**src/rtl/md_data_aligner.sv**
```systemverilog
// md_data_aligner: repacks variable MD RX transfers into fixed TX chunks.
// Define ALIGNER_IRQ_EN to build the IRQEN/IRQ registers and irq output.
module md_data_aligner #(
   parameter int ALGN_DATA_WIDTH = 32,
   parameter int FIFO_DEPTH      = 8
) (
   input  logic                       clk,
   input  logic                       reset_n,
   input  logic [15:0]                paddr,
   input  logic                       pwrite,
   input  logic                       psel,
   input  logic                       penable,
   input  logic [31:0]                pwdata,
   output logic                       pready,
   output logic [31:0]                prdata,
   output logic                       pslverr,
   input  logic                       md_rx_valid,
   input  logic [ALGN_DATA_WIDTH-1:0] md_rx_data,
   input  logic [1:0]                 md_rx_offset,
   input  logic [2:0]                 md_rx_size,
   output logic                       md_rx_ready,
   output logic                       md_rx_err,
   output logic                       md_tx_valid,
   output logic [ALGN_DATA_WIDTH-1:0] md_tx_data,
   output logic [1:0]                 md_tx_offset,
   output logic [2:0]                 md_tx_size,
   input  logic                       md_tx_ready,
   input  logic                       md_tx_err,
   output logic                       irq
);

   localparam int PW = $clog2(FIFO_DEPTH);
   localparam int CW = PW + 1;
   localparam int DW = ALGN_DATA_WIDTH;
   localparam logic [CW-1:0] FULL = CW'(FIFO_DEPTH);

   function automatic logic legal(
      input logic [1:0] off,
      input logic [2:0] sz
   );
      return (sz != 3'd0) &&
             (({2'b00, off} + {1'b0, sz}) <= 4'd4);
   endfunction

   function automatic logic [DW-1:0] bmask(
      input logic [2:0] nb
   );
      case (nb)
         3'd0:    return 32'h0000_0000;
         3'd1:    return 32'h0000_00FF;
         3'd2:    return 32'h0000_FFFF;
         3'd3:    return 32'h00FF_FFFF;
         default: return 32'hFFFF_FFFF;
      endcase
   endfunction

   logic [2:0]    ctrl_size;
   logic [1:0]    ctrl_off;
   logic [7:0]    cnt_drop;
   logic [7:0]    drop_nxt;

   logic          apb_acc;
   logic          apb_wr;
   logic          a_ctrl;
   logic          a_stat;
   logic          ctrl_ok;
   logic          ctrl_wr;
   logic          ctrl_clr;
   logic [31:0]   rdata;

   logic [DW-1:0] rx_dmem [FIFO_DEPTH];
   logic [1:0]    rx_omem [FIFO_DEPTH];
   logic [2:0]    rx_smem [FIFO_DEPTH];
   logic [PW-1:0] rx_wp;
   logic [PW-1:0] rx_rp;
   logic [CW-1:0] rx_cnt;
   logic [CW-1:0] rx_cnt_nxt;
   logic          rx_full;
   logic          rx_empty;
   logic          rx_take;
   logic          rx_push;
   logic          rx_pop;
   logic          rx_bad;

   logic [DW-1:0] tx_dmem [FIFO_DEPTH];
   logic [1:0]    tx_omem [FIFO_DEPTH];
   logic [2:0]    tx_smem [FIFO_DEPTH];
   logic [PW-1:0] tx_wp;
   logic [PW-1:0] tx_rp;
   logic [CW-1:0] tx_cnt;
   logic [CW-1:0] tx_cnt_nxt;
   logic          tx_full;
   logic          tx_empty;
   logic          tx_push;
   logic          tx_pop;
   logic [DW-1:0] tx_wdata;

   logic [DW-1:0] acc_data;
   logic [2:0]    acc_cnt;
   logic [2:0]    rx_used;
   logic [DW-1:0] head_data;
   logic [1:0]    head_off;
   logic [2:0]    head_size;
   logic [2:0]    left;
   logic [2:0]    room;
   logic [2:0]    n;
   logic [2:0]    start;
   logic [2:0]    new_cnt;
   logic [DW-1:0] take;
   logic [DW-1:0] new_acc;
   logic          core_en;
   logic          chunk;
   logic          unused_in;

`ifdef ALIGNER_IRQ_EN
   logic          a_irqen;
   logic          a_irq;
   logic [4:0]    irqen_q;
   logic [4:0]    irq_q;
   logic [4:0]    irq_ev;
   logic          irq_r;
`endif

   assign apb_acc  = psel & penable & ~reset_n;
   assign apb_wr   = apb_acc & pwrite;
   assign a_ctrl   = (paddr == 16'h0000);
   assign a_stat   = (paddr == 16'h000C);
   assign ctrl_ok  = legal(pwdata[9:8], pwdata[2:0]);
   assign ctrl_wr  = apb_wr & a_ctrl & ctrl_ok;
   assign ctrl_clr = apb_wr & a_ctrl & pwdata[16];

   assign pready  = apb_acc;
   assign pslverr = apb_wr & ((a_ctrl & ~ctrl_ok) | a_stat);
   assign prdata  = (apb_acc & ~pwrite) ? rdata : 32'h0;

   always_comb begin
      rdata = 32'h0;
      unique case (1'b1)
         a_ctrl: rdata = {22'h0, ctrl_off, 5'h0, ctrl_size};
         a_stat: rdata = {12'h0, 4'(tx_cnt), 4'h0,
                          4'(rx_cnt), cnt_drop};
`ifdef ALIGNER_IRQ_EN
         a_irqen: rdata = {27'h0, irqen_q};
         a_irq:   rdata = {27'h0, irq_q};
`endif
         default: rdata = 32'h0;
      endcase
   end

   assign rx_full     = (rx_cnt == FULL);
   assign rx_empty    = (rx_cnt == '0);
   assign md_rx_ready = ~reset_n & ~rx_full;
   assign rx_take     = md_rx_valid & md_rx_ready;
   assign rx_push     = rx_take & legal(md_rx_offset, md_rx_size);
   assign rx_bad      = rx_take & ~legal(md_rx_offset, md_rx_size);
   assign md_rx_err   = rx_bad;

   assign tx_full      = (tx_cnt == FULL);
   assign tx_empty     = (tx_cnt == '0);
   assign md_tx_valid  = ~reset_n & ~tx_empty;
   assign tx_pop       = md_tx_valid & md_tx_ready;
   assign md_tx_data   = md_tx_valid ? tx_dmem[tx_rp] : '0;
   assign md_tx_offset = md_tx_valid ? tx_omem[tx_rp] : 2'd0;
   assign md_tx_size   = md_tx_valid ? tx_smem[tx_rp] : 3'd0;

   // Core idles on a CTRL update so no bytes straddle two chunk formats.
   assign core_en = ~ctrl_wr;

   always_comb begin
      head_data = rx_dmem[rx_rp];
      head_off  = rx_omem[rx_rp];
      head_size = rx_smem[rx_rp];
      left      = head_size - rx_used;
      room      = ctrl_size - acc_cnt;
      n         = 3'd0;
      if (core_en && !rx_empty)
         n = (left < room) ? left : room;
      start    = {1'b0, head_off} + rx_used;
      take     = (head_data >> {start, 3'b000}) & bmask(n);
      new_acc  = acc_data | (take << {acc_cnt, 3'b000});
      new_cnt  = acc_cnt + n;
      chunk    = core_en && (new_cnt == ctrl_size);
      tx_push  = chunk && !tx_full;
      rx_pop   = (n != 3'd0) && ((rx_used + n) == head_size);
      tx_wdata = new_acc << {ctrl_off, 3'b000};
   end

   always_comb begin
      rx_cnt_nxt = rx_cnt;
      if (rx_push && !rx_pop)
         rx_cnt_nxt = rx_cnt + CW'(1);
      else if (!rx_push && rx_pop)
         rx_cnt_nxt = rx_cnt - CW'(1);
      tx_cnt_nxt = tx_cnt;
      if (tx_push && !tx_pop)
         tx_cnt_nxt = tx_cnt + CW'(1);
      else if (!tx_push && tx_pop)
         tx_cnt_nxt = tx_cnt - CW'(1);
      drop_nxt = cnt_drop;
      if (rx_bad && cnt_drop != 8'hFF)
         drop_nxt = cnt_drop + 8'd1;
      if (ctrl_clr)
         drop_nxt = 8'd0;
   end

   always_ff @(posedge clk) begin
      if (reset_n) begin
         ctrl_size <= 3'd1;
         ctrl_off  <= 2'd0;
         cnt_drop  <= 8'd0;
         rx_wp     <= '0;
         rx_rp     <= '0;
         rx_cnt    <= '0;
         tx_wp     <= '0;
         tx_rp     <= '0;
         tx_cnt    <= '0;
         acc_data  <= '0;
         acc_cnt   <= 3'd0;
         rx_used   <= 3'd0;
      end else begin
         if (ctrl_wr) begin
            ctrl_size <= pwdata[2:0];
            ctrl_off  <= pwdata[9:8];
         end
         cnt_drop <= drop_nxt;
         rx_cnt   <= rx_cnt_nxt;
         tx_cnt   <= tx_cnt_nxt;
         if (rx_push) rx_wp <= rx_wp + PW'(1);
         if (rx_pop)  rx_rp <= rx_rp + PW'(1);
         if (tx_push) tx_wp <= tx_wp + PW'(1);
         if (tx_pop)  tx_rp <= tx_rp + PW'(1);
         if (ctrl_wr || tx_push) begin
            acc_data <= '0;
            acc_cnt  <= 3'd0;
         end else begin
            acc_data <= new_acc;
            acc_cnt  <= new_cnt;
         end
         rx_used <= rx_pop ? 3'd0 : rx_used + n;
      end
   end

   always_ff @(posedge clk) begin
      if (rx_push) begin
         rx_dmem[rx_wp] <= md_rx_data;
         rx_omem[rx_wp] <= md_rx_offset;
         rx_smem[rx_wp] <= md_rx_size;
      end
      if (tx_push) begin
         tx_dmem[tx_wp] <= tx_wdata;
         tx_omem[tx_wp] <= ctrl_off;
         tx_smem[tx_wp] <= ctrl_size;
      end
   end

`ifdef ALIGNER_IRQ_EN
   assign a_irqen = (paddr == 16'h00F0);
   assign a_irq   = (paddr == 16'h00F4);

   always_comb begin
      irq_ev[0] = !rx_empty && (rx_cnt_nxt == '0);
      irq_ev[1] = !rx_full && (rx_cnt_nxt == FULL);
      irq_ev[2] = !tx_empty && (tx_cnt_nxt == '0);
      irq_ev[3] = !tx_full && (tx_cnt_nxt == FULL);
      irq_ev[4] = (cnt_drop != 8'hFF) && (drop_nxt == 8'hFF);
   end

   always_ff @(posedge clk) begin
      if (reset_n) begin
         irqen_q <= 5'h0;
         irq_q   <= 5'h0;
         irq_r   <= 1'b0;
      end else begin
         if (apb_wr && a_irqen)
            irqen_q <= pwdata[4:0];
         if (apb_wr && a_irq)
            irq_q <= (irq_q & ~pwdata[4:0]) | irq_ev;
         else
            irq_q <= irq_q | irq_ev;
         irq_r <= |(irq_q & irqen_q);
      end
   end

   assign irq = irq_r;
`else
   assign irq = 1'b0;
`endif

   assign unused_in = ^{md_tx_err, pwdata[31:17],
                        pwdata[15:10], pwdata[7:3]};

endmodule

```
**config.mk**
```make
export PLATFORM = sky130hd
export DESIGN_NAME = md_data_aligner
export DESIGN_NICKNAME = d
export VERILOG_FILES = /design/src/rtl/md_data_aligner.sv
export SDC_FILE = /design/constraint.sdc
export NUM_CORES = 1
export LEC_CHECK = 0
export CAP_MARGIN = 10
export CORE_MARGIN = 2
export CORE_UTILIZATION = 60
export DETAILED_ROUTE_END_ITERATION = 6
export GPL_TIMING_DRIVEN = 0
export HOLD_SLACK_MARGIN = 0.12
export PLACE_DENSITY = 0.77
export SYNTH_ARGS = -nofsm -noshare
export SYNTH_HDL_FRONTEND = slang
export SYNTH_SLANG_ARGS = --single-unit
```
**constraint.sdc**
```tcl
create_clock -name clk -period 12.4 [get_ports clk]
set_clock_uncertainty 0.05 [all_clocks]
set_input_delay 3.72 -clock clk [delete_from_list [all_inputs] [get_ports clk]]
set_output_delay 3.72 -clock clk [all_outputs]
set_load 0.1 [all_outputs]
```
; Word-level counts from Yosys, hierarchy flattened
; Memories as Yosys holds them, arrays and structs flattened. A register that Yosys moved wholly into a read port is not among the register bits.
; Index checks and enable logic that the tools add are counted.
[totals]
ff_bits = 71
ramBits = 592
input_bits = 93
output_inout_bits = 75
elab_cells = 132
memories = 6
[classes]
addsub = 16
n_lt_le_gt_ge = 3
n_eq_ne = 9
shift = 3
n_mux = 28
n_bitwise = 25
reduce_logical = 30
[memory_table]
columns = memory, words, width, rd, rd_ports_with_merged_regs, write_ports, line_no
row1 = rx_dmem, 8, 32, 1, 1, 1, 71  ; logic [DW-1:0] rx_dmem [FIFO_DEPTH];
row2 = tx_dmem, 8, 32, 1, 1, 1, 85  ; logic [DW-1:0] tx_dmem [FIFO_DEPTH];
row3 = rx_smem, 8, 3, 1, 1, 1, 73  ; logic [2:0] rx_smem [FIFO_DEPTH];
row4 = tx_smem, 8, 3, 1, 1, 1, 87  ; logic [2:0] tx_smem [FIFO_DEPTH];
row5 = rx_omem, 8, 2, 1, 1, 1, 72  ; logic [1:0] rx_omem [FIFO_DEPTH];
row6 = tx_omem, 8, 2, 1, 1, 1, 86  ; logic [1:0] tx_omem [FIFO_DEPTH];
[ops]
columns = cell, count
row1 = $pmux 32 s4, 1
row2 = $mux 32, 2
row3 = $mux 3, 15
row4 = $pmux 20 s2, 1
row5 = $and 32x32->32, 1
row6 = $or 32x32->32, 1
row7 = $shl 32x5->32, 1
row8 = $shl 32x6->32, 1
row9 = $shr 32x6->32, 1
row10 = $eq 16x4->1 const B, 1
row11 = $logic_not 16->1, 1
row12 = $mux 4, 4
row13 = $and 1x1->1, 15
row14 = $add 3x1->3 const B, 4
row15 = $logic_and 1x1->1, 11
row16 = $reduce_bool 3->1, 3
row17 = $add 2x3->4, 2
row18 = $add 4x1->4 const B, 2
row19 = $add 8x1->8 const B, 1
row20 = $eq 4x4->1 const B, 2
row21 = $le 4x3->1 const B, 2
row22 = $logic_not 4->1, 2
row23 = $ne 8x8->1 const B, 1
row24 = $sub 4x1->4 const B, 2
row25 = other kinds (16), 37

; Longest topological paths before layout
[depth]
depth_word = 16
ltp_mapped = 30
mapped_depth_nobuf = 29

; Worst setup path before layout
; OpenSTA, ideal clock, no wires.
[synth_path]
kind = input to output
from = input port reset_n
to = output port prdata[19]
arrival_ps = 7793
t_required_ps = 8630
setup_slack_ps = 837
path_stages = 3
path_buffers = 0
cell_sequence = and3b_1 nand2b_1 nor4_1
[synth_via]
elab_chain_len = 4
[synth_lines]
columns = item, line_no
row1 = start: declaration, 8  ; input logic reset_n,
row2 = $not 1->1, 124  ; assign apb_acc = psel & penable & ~reset_n;
row3 = $and 1x1->1, 124
row4 = $and 1x1->1, 134  ; assign prdata = (apb_acc & ~pwrite) ? rdata : 32'h0;
row5 = $mux 32, 134
row6 = end: declaration, 15  ; output logic [31:0] prdata,
; No other way between the ends.

; Final worst setup path
[layout_path]
from = input port md_rx_offset[0]
to = output port md_rx_err
[layout_via]
elab_chain_len = 5
[layout_lines]
columns = item, line_no
row1 = start: declaration, 19  ; input logic [1:0] md_rx_offset,
row2 = $add 2x3->4, 42  ; (({2'b00, off} + {1'b0, sz}) <= 4'd4);
row3 = $le 4x3->1, 42
row4 = $logic_and 1x1->1, 41  ; return (sz != 3'd0) &&
row5 = $not 1->1, 155  ; assign rx_bad = rx_take & ~legal(md_rx_offset, md_rx_size);
row6 = $and 1x1->1, 155
row7 = end: declaration, 22  ; output logic md_rx_err,
; No other way between the ends.

==> metrics.md <==
| Metric | Value |
|---|---|
| Status | finished clean |
| Root buf cell | clkbuf_16 |
| Worst-Skew Late Latency | 0.60 ns |
| Hold Path Class | register to register |
| Slowest cell on crit path | clkdlybuf4s50_1 |
| Detail Route Antenna Nets | 0 |
| Final period util | 89.2% |
| Register area | 0.0193 sq mm |
| Clock transition at path regs | 0.06 ns |
| Measured slew at the worst slew-check pin | 1.24 ns |
| CP Class | input pin to output pin |
| Die H | 221 um |
| Most common cell after layout, fill and taps aside | edfxtp_1 |
| Family with the most delay on the worst path | buffers and inverters |
| Overall Power | 6.73 mW |
| GRT Overall Usage | 28.0% |
| Arrival time at the worst endpoint | 7.29 ns |
| Worst Path Required | 8.63 ns |
| Avg Cell Area, Syn | 16.4 sq um |
| Top fanout value on the critical path | 9 |
| Rows | 79 |
| Drt wl/cell | 24.9 um |
| Biggest cell delay along the critical path | 1.17 ns |
| Die ar. | 0.0487 sq mm |
| Prevailing post-synth register cell | edfxtp_1 |
| Final Max Slew Viols | 0 |
| RSZ-0062 raised after global routing | false |
| Most used routing layer | met2 |
| Synthesized area | 0.0282 sq mm |
| Buf+Inv Stages, Crit Path | 3 |
| # IOs | 168 |
| DRC Markers | 0 |
| Global-route wire length before repair | 101 mm |
| First-pass DRT Iterations | 5 |
| Die Wd | 221 um |
| Final net count | 2113 |
| Pleak | 10.8 nW |
| Resized cells post-CTS | 0 |
| GR Util met2 | 50.1% |
| Initial DRC count | 1583 |
| Synthesized flop and latch total | 669 |
| Placed inst area | 0.0310 sq mm |
| Ys async rst share | 0% |
| GR Util met1 | 35.8% |
| Port bufs | 123 |
| Setup TNS after final layout | 0 ns |
| Congestion Overflow GR | 0 |
| Max IR drop VDD | 0.000158 V |
| Maximum Capacitance Violations | 0 |
| Pin count of the biggest net entering global routing | 26 |
| Hold-fix buffers, CTS | 0 |
| Crit-path cells | clkdlybuf4s50_1 > ha_1 > inv_1 > fa_1 > nor2b_1 > o32ai_1 > nor2b_1 > clkdlybuf4s50_1 |
| Core footprint | 0.0465 sq mm |
| H-tree depth | 3 |
| Post-synth cell types | 86 |
| Final GP Congestion | 0.921 |
| CP Launch Type | input pin |
| Share of cells above drive strength 1 | 18.4% |
| Post-synth EDFFs | 592 |
| Final min period | 11.06 ns |
| Pre-CTS setup slack | 1.34 ns |
| Finished Cell Area | 0.0331 sq mm |
| Total clock sinks | 669 |
| Routed vias | 16400 |
| Global routing usage on met3 | 4.37% |
| Final Hold Viols | 0 |
| Slew headroom | 16.6% |
| Vias in the first global route | 16900 |
| CTS buffer count | 67 |
| Clock buffer depth | 3 |
| Layout Area Growth over Synthesis | 17.4% |
| Final core utilization | 71.3% |
| Cells after synthesis | 1720 |
| Postcts setup bufs | 0 |
| Pwr dens | 203 mW/mm^2 |
| Via density | 6.21 |
| Starting Density | 60.7% |
| HPWL after DPL | 44.6 mm |
| Synth Warn # | 0 |
| Multi-input gate area | 0.00837 sq mm |
| Final wirelength | 65.8 mm |
| Setup crit end kind | output pin |
| Fin worst setup slack | 1.34 ns |
| Initial antenna violation count | 2 |
| Setup-failing EPs final | 0 |
| # fillers | 2964 |
| CTS tree | done |
| Most frequent cells in the layout | edfxtp_1 (592), nor2_1 (180), mux4_2 (125), clkdlybuf4s50_1 (123), mux2i_1 (101) |
| Fmax | 0.0904 GHz |
| Post-synthesis sequential area ratio | 68.5% |
cell families after synthesis:
group	count (synthesis)	synth area share (%)
AO/OA/AOI/OAI	198	5.18
AND/OR/NAND/NOR	407	6.93
multiplexers	242	14.4
other	1	0.0133
XOR/XNOR	30	0.981
flip-flops	669	68.5
adder cells (fa/ha/maj)	32	1.66
buffers and inverters	141	2.37
report_power, final:
group / leakage, nW / switching, mW / internal (mW) / total (mW)
Combinational: 3.66 / 1.30 / 0.653 / 1.96
Clock: 1.04 / 0.822 / 1.16 / 1.98
Sequential: 6.07 / 0.0641 / 2.73 / 2.80
Total: 10.8 / 2.19 / 4.54 / 6.73
per-layer routing:
layer	up-vias	wire (um)
met3	99	3790
met1	8418	25600
met2	614	35000
met4	2	1430
met5	-	11
li1	7297	-
Yosys cell counts, drive strengths merged, types with 3 or more instances:
cell type	count	area, sq um
a2111oi	4	53.8
a211oi	17	138
a21o	5	37.5
a21oi	31	155
a221oi	6	76.3
a22o	5	43.8
a22oi	11	82.6
a31oi	6	37.5
and2	16	100
and3	13	81.3
and4	3	26.3
buf	61	369
clkbuf	34	128
dfxtp	77	1540
edfxtp	592	17800
fa	9	180
ha	23	288
inv	45	169
mux2	13	146
mux2i	102	1030
mux4	127	2870
nand2	59	224
nand2b	8	50.1
nand3	21	110
nand4	12	75.1
nor2	187	704
nor2b	14	87.6
nor3	35	186
nor4	16	106
nor4b	4	35.0
o211a	4	40.0
o211ai	12	90.1
o21ai	27	135
o21bai	5	37.5
o221a	5	56.3
o221ai	19	166
o22ai	18	113
o31ai	6	45.0
or2	5	31.3
or3	3	18.8
xnor2	15	131
xor2	14	123
stage by stage:
stage               hold slack (ns)  cells
floorplan                     0.393   1736
global placement              0.401   2466
detailed placement            0.412   2526
CTS                           0.425   2645
global route                  0.458   2646
finish                        0.429   2646
sequential cells by signal (all words and copies together), names as in the netlist, named ones only:
name	flops
ctrl_size	3
tx_dmem	256
tx_omem	16
rx_omem	16
rx_used	3
ctrl_off	2
rx_smem	24
acc_cnt	3
rx_dmem	256
rx_cnt	4
cnt_drop	8
tx_wp	3
tx_cnt	4
rx_rp	3
tx_smem	24
tx_rp	3
rx_wp	3
acc_data	32
path summary, 6_finish.rpt:
kind | from | to | slack (ns) | cells past startpoint
min reg2reg | acc_data[31]$_SDFF_PP0_ | acc_data[31]$_SDFF_PP0_ | 0.43 | 2
min | acc_data[31]$_SDFF_PP0_ | acc_data[31]$_SDFF_PP0_ | 0.43 | 2
max | md_rx_offset[0] | md_rx_err | 1.34 | 8
max reg2reg | register | tx_dmem[4][19]$_DFFE_PP_ | 4.60 | 24
worst reg2reg max path, delay by kind of cell, from the launching register on:
family          cells  cell delay (ns)
compound gates      2             1.22
simple gates        5             1.35
xor+xnor            2             0.33
mux                 1             0.48
fa+ha+maj           3             1.15
buf+inv            11             2.62
flops               1             0.30
final cells by class:
| class | count | share of cell area, % |
|---|---|---|
| diodes | 1 | 0.00756 |
| inverters | 46 | 0.522 |
| multi-input cells | 926 | 25.3 |
| repair buffers | 183 | 5.57 |
| well taps | 607 | 2.29 |
| flip-flops and latches | 669 | 58.4 |
| clock inverters | 29 | 0.850 |
| clock buffers | 90 | 5.61 |
| plain buffers | 95 | 1.50 |
(Power assumes the default switching activity.)
